## src/rtl/ctrl_fsm.sv

```systemverilog
// ctrl_fsm: multi-cycle control unit for a small RV32I subset.
// Sequences FETCH -> DECODE -> EXEC -> (MEM) -> (WRB) and drives the
// datapath strobes. Any encoding outside the supported subset parks the
// FSM in HALT until reset.
//
// Ports:
//   clock        single clock, rising edge
//   reset        asynchronous, active high
//   inst_out     [31:0] current instruction from the datapath
//   status_flag  [3:0]  ALU flags {V,C,N,Z}
//   RW           register-file write enable
//   MRW          data memory 1 = read, 0 = write
//   ALU_op       [3:0] ALU operation
//   C0           ALU carry-in (subtract)
//   alu_m        ALU B select, 1 = rs2, 0 = immediate
//   imm_sel      [1:0] immediate format, 00 I / 01 S / 10 B
//   WB           write-back select, 1 = memory data
//   PCsrc        1 = PC+offset, 0 = PC+4
//   pc_en        PC load enable (one retirement per pulse)
//   halted       FSM is in HALT
//   instr_count  [CNT_W-1:0] retired-instruction count
module ctrl_fsm #(
  parameter int CNT_W = 16
) (
  input  logic             clock,
  input  logic             reset,
  input  logic [31:0]      inst_out,
  input  logic [3:0]       status_flag,
  output logic             RW,
  output logic             MRW,
  output logic [3:0]       ALU_op,
  output logic             C0,
  output logic             alu_m,
  output logic [1:0]       imm_sel,
  output logic             WB,
  output logic             PCsrc,
  output logic             pc_en,
  output logic             halted,
  output logic [CNT_W-1:0] instr_count
);

  typedef enum logic [2:0] {S_FETCH, S_DECODE, S_EXEC, S_MEM, S_WRB, S_HALT} state_e;
  typedef enum logic [2:0] {K_ALU, K_LW, K_SW, K_BEQ, K_BNE} kind_e;

  localparam logic [3:0] OP_ADD = 4'b0011;
  localparam logic [3:0] OP_SUB = 4'b0101;
  localparam logic [3:0] OP_AND = 4'b1000;
  localparam logic [3:0] OP_OR  = 4'b1001;
  localparam logic [3:0] OP_XOR = 4'b1010;

  typedef struct packed {
    logic       legal;
    kind_e      kind;
    logic       alu_m;
    logic [3:0] op;
    logic       c0;
    logic [1:0] imm;
    logic       wb;
  } dec_t;

  function automatic dec_t decode(input logic [31:0] ins);
    dec_t       d;
    logic [6:0] opc;
    logic [2:0] f3;
    logic [6:0] f7;
    opc     = ins[6:0];
    f3      = ins[14:12];
    f7      = ins[31:25];
    d       = '0;
    d.kind  = K_ALU;
    d.alu_m = 1'b1;
    d.op    = OP_ADD;
    case (opc)
      7'b0110011: begin
        if (f7 == 7'b0000000) begin
          d.legal = 1'b1;
          case (f3)
            3'b000:  d.op = OP_ADD;
            3'b111:  d.op = OP_AND;
            3'b110:  d.op = OP_OR;
            3'b100:  d.op = OP_XOR;
            default: d.legal = 1'b0;
          endcase
        end else if (f7 == 7'b0100000 && f3 == 3'b000) begin
          d.legal = 1'b1;
          d.op    = OP_SUB;
          d.c0    = 1'b1;
        end
      end
      7'b0010011: begin
        d.legal = 1'b1;
        d.alu_m = 1'b0;
        case (f3)
          3'b000:  d.op = OP_ADD;
          3'b100:  d.op = OP_XOR;
          3'b110:  d.op = OP_OR;
          3'b111:  d.op = OP_AND;
          default: d.legal = 1'b0;
        endcase
      end
      7'b0000011: begin
        d.legal = (f3 == 3'b010);
        d.kind  = K_LW;
        d.alu_m = 1'b0;
        d.wb    = 1'b1;
      end
      7'b0100011: begin
        d.legal = (f3 == 3'b010);
        d.kind  = K_SW;
        d.alu_m = 1'b0;
        d.imm   = 2'b01;
      end
      7'b1100011: begin
        d.legal = (f3 == 3'b000) || (f3 == 3'b001);
        d.kind  = f3[0] ? K_BNE : K_BEQ;
        d.op    = OP_SUB;
        d.c0    = 1'b1;
        d.imm   = 2'b10;
      end
      default: d.legal = 1'b0;
    endcase
    return d;
  endfunction

  state_e           state_q, state_d;
  kind_e            kind_q;
  logic             alu_m_q, c0_q, wb_q;
  logic [3:0]       alu_op_q;
  logic [1:0]       imm_q;
  logic [CNT_W-1:0] cnt_q;
  dec_t             dec;
  logic             taken;

  // Only the opcode/funct fields and the Z flag steer control.
  logic unused_fields;
  assign unused_fields = ^{inst_out[24:15], inst_out[11:7], status_flag[3:1]};

  // inst_out feeds only the next-state logic and the DECODE-edge registers,
  // so no output depends combinationally on it.
  assign dec   = decode(inst_out);
  assign taken = ((kind_q == K_BEQ) &&  status_flag[0]) ||
                 ((kind_q == K_BNE) && !status_flag[0]);

  always_ff @(posedge clock or posedge reset) begin
    if (reset) begin
      state_q  <= S_FETCH;
      kind_q   <= K_ALU;
      alu_m_q  <= 1'b1;
      alu_op_q <= OP_ADD;
      c0_q     <= 1'b0;
      imm_q    <= 2'b00;
      wb_q     <= 1'b0;
      cnt_q    <= '0;
    end else begin
      state_q <= state_d;
      if (state_q == S_DECODE && dec.legal) begin
        kind_q   <= dec.kind;
        alu_m_q  <= dec.alu_m;
        alu_op_q <= dec.op;
        c0_q     <= dec.c0;
        imm_q    <= dec.imm;
        wb_q     <= dec.wb;
      end
      if (pc_en) cnt_q <= cnt_q + 1'b1;
    end
  end

  always_comb begin
    state_d = state_q;
    RW      = 1'b0;
    MRW     = 1'b1;
    PCsrc   = 1'b0;
    pc_en   = 1'b0;
    case (state_q)
      S_FETCH:  state_d = S_DECODE;
      S_DECODE: state_d = dec.legal ? S_EXEC : S_HALT;
      S_EXEC: begin
        case (kind_q)
          K_ALU:       state_d = S_WRB;
          K_LW, K_SW:  state_d = S_MEM;
          default: begin
            PCsrc   = taken;
            pc_en   = 1'b1;
            state_d = S_FETCH;
          end
        endcase
      end
      S_MEM: begin
        if (kind_q == K_SW) begin
          MRW     = 1'b0;
          pc_en   = 1'b1;
          state_d = S_FETCH;
        end else begin
          state_d = S_WRB;
        end
      end
      S_WRB: begin
        RW      = 1'b1;
        pc_en   = 1'b1;
        state_d = S_FETCH;
      end
      S_HALT:  state_d = S_HALT;
      default: state_d = S_FETCH;
    endcase
    // Strobes are suppressed for as long as reset is high.
    if (reset) begin
      RW    = 1'b0;
      MRW   = 1'b1;
      PCsrc = 1'b0;
      pc_en = 1'b0;
    end
  end

  assign halted      = (state_q == S_HALT);
  assign ALU_op      = alu_op_q;
  assign C0          = c0_q;
  assign alu_m       = alu_m_q;
  assign imm_sel     = imm_q;
  assign WB          = wb_q;
  assign instr_count = cnt_q;

endmodule

```

## config.mk

```make
export PLATFORM = sky130hd
export DESIGN_NAME = ctrl_fsm
export DESIGN_NICKNAME = d
export VERILOG_FILES = /design/src/rtl/ctrl_fsm.sv
export SDC_FILE = /design/constraint.sdc
export NUM_CORES = 1
export LEC_CHECK = 0
export CORE_ASPECT_RATIO = 0.8
export CORE_MARGIN = 2
export CORE_UTILIZATION = 43
export DETAILED_ROUTE_END_ITERATION = 6
export MAX_ROUTING_LAYER = met4
export PLACE_DENSITY = 0.86
export RECOVER_POWER = 25
export SYNTH_ARGS = -nofsm -noshare
export SYNTH_HDL_FRONTEND = slang
export SYNTH_SLANG_ARGS = --single-unit
```

## constraint.sdc

```tcl
create_clock -name clock -period 2.9 [get_ports clock]
set_input_delay 0.87 -clock clock [delete_from_list [all_inputs] [get_ports clock]]
set_output_delay 0.87 -clock clock [all_outputs]
set_load 0.01 [all_outputs]
```

[Word level (Yosys, flattened, before mapping)]
Cells that the tools add are included.
W data, S select, Z words.
Storage, ports and cells
  memories: 0
  latch bits: 0
  ROM bits: 0
  word-level logic and storage cells: 76
  input port bits: 38
  register bits after elaboration: 31
  memory bits (writable): 0
  output and inout bits: 30
Operators by class
  add/subtract/negate cells: 1
  multiply operators: 0
  equality and inequality tests: 20
  div/mod/pow operators: 0
  bitwise logic cells: 0
  order comparisons: 0
  reductions and logical operators: 16
  shift-type cells: 0
  mux-type cells: 31
Operator list (number)
  $pmux W4 S3: 2
  $eq A7 B6 Y1 const B: 3
  $eq A3 B3 Y1 const B: 6
  $mux W1: 17
  $add A16 B1 Y16 const B: 1
  $eq A3 B2 Y1 const B: 5
  $pmux W3 S5: 1
  $eq A3 B1 Y1 const B: 3
  $logic_not A3 Y1: 3
  $mux W3: 3
  $pmux W3 S3: 1
  $mux W4: 2
  $eq A7 B2 Y1 const B: 1
  $eq A7 B5 Y1 const B: 1
  $eq A7 B7 Y1 const B: 1
  $logic_not A7 Y1: 1
  $pmux W3 S2: 1
  $reduce_or A3 Y1: 2
  $logic_and A1 B1 Y1: 4
  $pmux W1 S4: 1
  $pmux W2 S2: 1
  $reduce_or A2 Y1: 2
  $reduce_or A4 Y1: 1
  $pmux W1 S3: 1
  other kinds (3): 4

[Logic depth before layout (Yosys ltp)]
  word-level depth: 7
  gate-level depth with buffers: 7
  gate-level depth less buffers: 6

[Least setup slack after synthesis]
No wires, ideal clock.
  kind: input to output
  start: in status_flag[0]
  end: out PCsrc
  cell stages on the path: 2
  path buffers: 0
  required time: 2.030 ns
  path slack: -0.149 ns
  arrival: 2.179 ns
  cell sequence: or4b_2 a2111oi_0
On the way
  word-level cells in the longest chain between the ends: 6
  elaborated cells between the ends (all ways): 7
  classes of those cells: mux (3); reduce/logical (4)
RTL lines
  start: declaration: line 28  | input logic [3:0] status_flag,
  $logic_not A1 Y1: line 142  | ((kind_q == K_BNE) && !status_flag[0]);
  $logic_and A1 B1 Y1: line 142
  $logic_or A1 B1 Y1 *: line 141  | assign taken = ((kind_q == K_BEQ) && status_flag[0]) ||
  $mux W1 *: line 178  | case (kind_q)
  $mux W1 *: line 174  | case (state_q)
  $mux W1 *: line 206  | if (reset) begin
  end: declaration: line 36  | output logic PCsrc,
Every way passes the cells marked *; elsewhere a longest branch is shown, timed or not.

[Worst setup path after layout]
Same ends and word-level chain as after synthesis.

==> out/qor.txt <==
Outcome: completed
Worst skew pair latency: 0.28 ns
#FFs+latches synth: 31
Final core occ: 64.7%
Design area: 2410 um^2
Fmax: 0.352 GHz
Worst Path Required: 2.03 ns
Fillers: 291
IO Count: 68
Core Box Area: 3730 um^2
Cell Pwr Density: 440 nW/um^2
Worst Setup EP: PCsrc
Residual DRC count: 0
Post-DR vias/cell: 5.29
Synth Instances: 165
P_leak: 1.03 nW
Die Wd: 73.2 um
Syn-to-layout area delta: 46.4%
CP max FO: 2
R2R Path Start: state_q[0]
Syn_nets: 204
# diodes: 0
GRT Util Overall: 21.2%
Maximum resistive drop on vdd: 0.341 mV
Largest net degree at the start of global routing: 17
Starting Density: 44.2%
Site Rows: 20
TritonCTS Buffers: 5
H-tree Lvls: 2
MaxCap Viol Count: 0
Layout cells sized above 1: 15.2%
Gr ovfl total: 0
Period minus WS final: 2.84 ns
GPL Wtd Cong: 0.871
Vias in the first global route: 1416
Crit path launch type: input pin
Crit path from: status_flag[0]
Tcrit/Tclk final: 98.0%
Reg clk slew, reported paths: 0.06 ns
Die Height: 59.4 um
DP Area: 2290 um^2
Final WL: 4080 um
Final Slew Violations: 0
First-pass GRT wire length: 6690 um
R2r endpoint: instr_count[11]
# setup viols final: 0
Antenna Violating Nets Remaining: 0
Sink Count: 31
Clk_skew: 0.00360 ns
CP endpoint kind: output pin
Sequential-to-total area share from yosys stat: 47.3%
CTS root buffer: clkbuf_8
Input/output buffers: 49
Syn avg cell area: 9.99 um^2
Unique masters post-synth: 39
Warnings, synthesis: 0
Clock Tree Buf Depth: 2
Hold Path Class: flip-flop to flip-flop
FF-to-FF setup slack: 1.19 ns
Type of the worst setup path: input pin to output pin
Routed WL per cell: 14.9 um
Crit path DAT: 1.97 ns
RSZ-0062 raised after global routing: false
Via count: 1449
Least-Margin Pin Slew: 0.883 ns
Final Hold Viols: 0
Iteration-0 DRC Markers: 127
NumNets Final: 268
Post-DP HPWL: 3010 um
Initial antenna violation count: 0
CTS tree: yes
Synthesized area: 1650 um^2
Slew HR: 41.1%
DIE AREA: 4350 um^2
DRT Pass-1 Iters: 4
Reg2Reg Depth: 6
## registers in the layout, indices dropped and copies added (netlist names)
signal,count
ALU_op,4
C0,1
WB,1
alu_m,1
imm_sel,2
instr_count,16
kind_q,3
state_q,3
## layer usage
layer,up-vias,GRT usage (%),wire (um)
li1,708,-,-
met1,706,27.6,1900
met2,30,33.2,2000
met3,5,4.25,125
met4,0,7.41,52
met5,-,-,0
## repair_timing
action	CTS	global route
buffers inserted	0	0
hold buffers	0	0
resized for setup	14	1
pin swaps	3	0
setup endpoints to repair	4	1
## synthesized netlist by cell type
master     count  share of area (%)
nor2_1        16                3.6
or4b_2         1               0.61
a2111oi_0      1               0.53
o31a_1         1               0.53
a211oi_1       1               0.46
mux2_2         3                2.0
nor4_1         1               0.38
mux2_1         8                5.5
dfstp_2        3                4.8
nand3_1        8                2.4
nand4b_1       1               0.53
clkbuf_1       7                1.6
and4bb_2       1               0.76
and3_1         2               0.76
nor4_2         1               0.76
nor2b_1        1               0.38
nor3_1         7                2.1
a21oi_1        6                1.8
o22ai_1        2               0.76
nand3b_1       2               0.91
xor2_1         8                4.3
nand2_1       12                2.7
nand4_1        8                3.0
a221oi_1       1               0.53
nor3b_1        3                1.4
and3b_1        1               0.53
inv_1          7                1.6
mux2i_1        1               0.61
buf_6          1               0.68
dfrtp_1       28                 43
or4_1          1               0.46
o211ai_1       1               0.46
nand2b_1       7                2.7
a21boi_1       1               0.46
o21ai_0        1               0.30
o32ai_1        1               0.53
nor3_4         1               0.99
ha_1           1               0.76
xnor2_1        8                4.3
## cell type report
class                   instances  area (um^2)  area share (%)
flip-flops and latches         31          779            32.3
clock buffers                   6         82.6            3.42
well taps                      44         55.1            2.28
inverters                       7         26.3            1.09
multi-input cells             119          833            34.5
repair buffers                 65          601            24.9
clock inverters                 2         35.0            1.45
## power breakdown
group	switching [mW]	internal (mW)
sequential	0.0242	0.454
combinational	0.0623	0.0831
clock	0.161	0.278
## cell families (layout without fill, tap and decap cells)
logic type               after synthesis  count (layout)  synth area share, %
flip-flops                            31              31                 47.3
AO/OA/AOI/OAI                         16              16                 6.38
AND/OR/NAND/NOR                       74              74                 25.1
XOR/XNOR                              16              16                 8.50
multiplexers                          12              12                 8.12
buffers and inverters                 15              80                 3.87
adder cells (fa/ha/maj)                1               1                0.759
## per-stage QoR
step	cells	setup slack [ns]	hold slack [ns]	setup TNS, ns	total power, mW
after detailed placement	266	-0.842	0.466	-1.68	0.634
after global routing	274	0.00251	0.491	0	1.11
after floorplan	165	0.0664	0.470	0	0.540
final	274	0.0584	0.472	0	1.06
after global placement	266	-0.825	0.456	-1.59	0.630
after CTS	274	0.0201	0.476	0	1.07
## worst min-delay path by stage
stage | slack, ns | endpoint | startpoint | depth (start not counted)
floorplan | 0.47 | state_q[0] | state_q[1] | 1
global placement | 0.46 | instr_count[15] | instr_count[15] | 1
detailed placement | 0.47 | instr_count[15] | instr_count[15] | 1
CTS | 0.48 | instr_count[15] | instr_count[15] | 1
global route | 0.49 | instr_count[15] | instr_count[15] | 1
finish | 0.47 | instr_count[15] | instr_count[15] | 1
## worst max-delay path: stages
cell and delay [ns]:
buf_2 0.10, or4b_4 0.52, a2111oi_4 0.29, buf_2 0.19
## placed cells by master (no fill, tap or decap), types with 7 or more instances in the layout
master	count
xor2_1	8
nor2_1	16
mux2_1	8
nand2b_1	7
nor3_1	7
dfrtp_1	28
nand2_1	12
buf_4	12
clkdlybuf4s50_1	43
nand3_1	8
nand4_1	8
xnor2_1	8
inv_1	7
No activity file was read; power rests on OpenSTA's default activity.
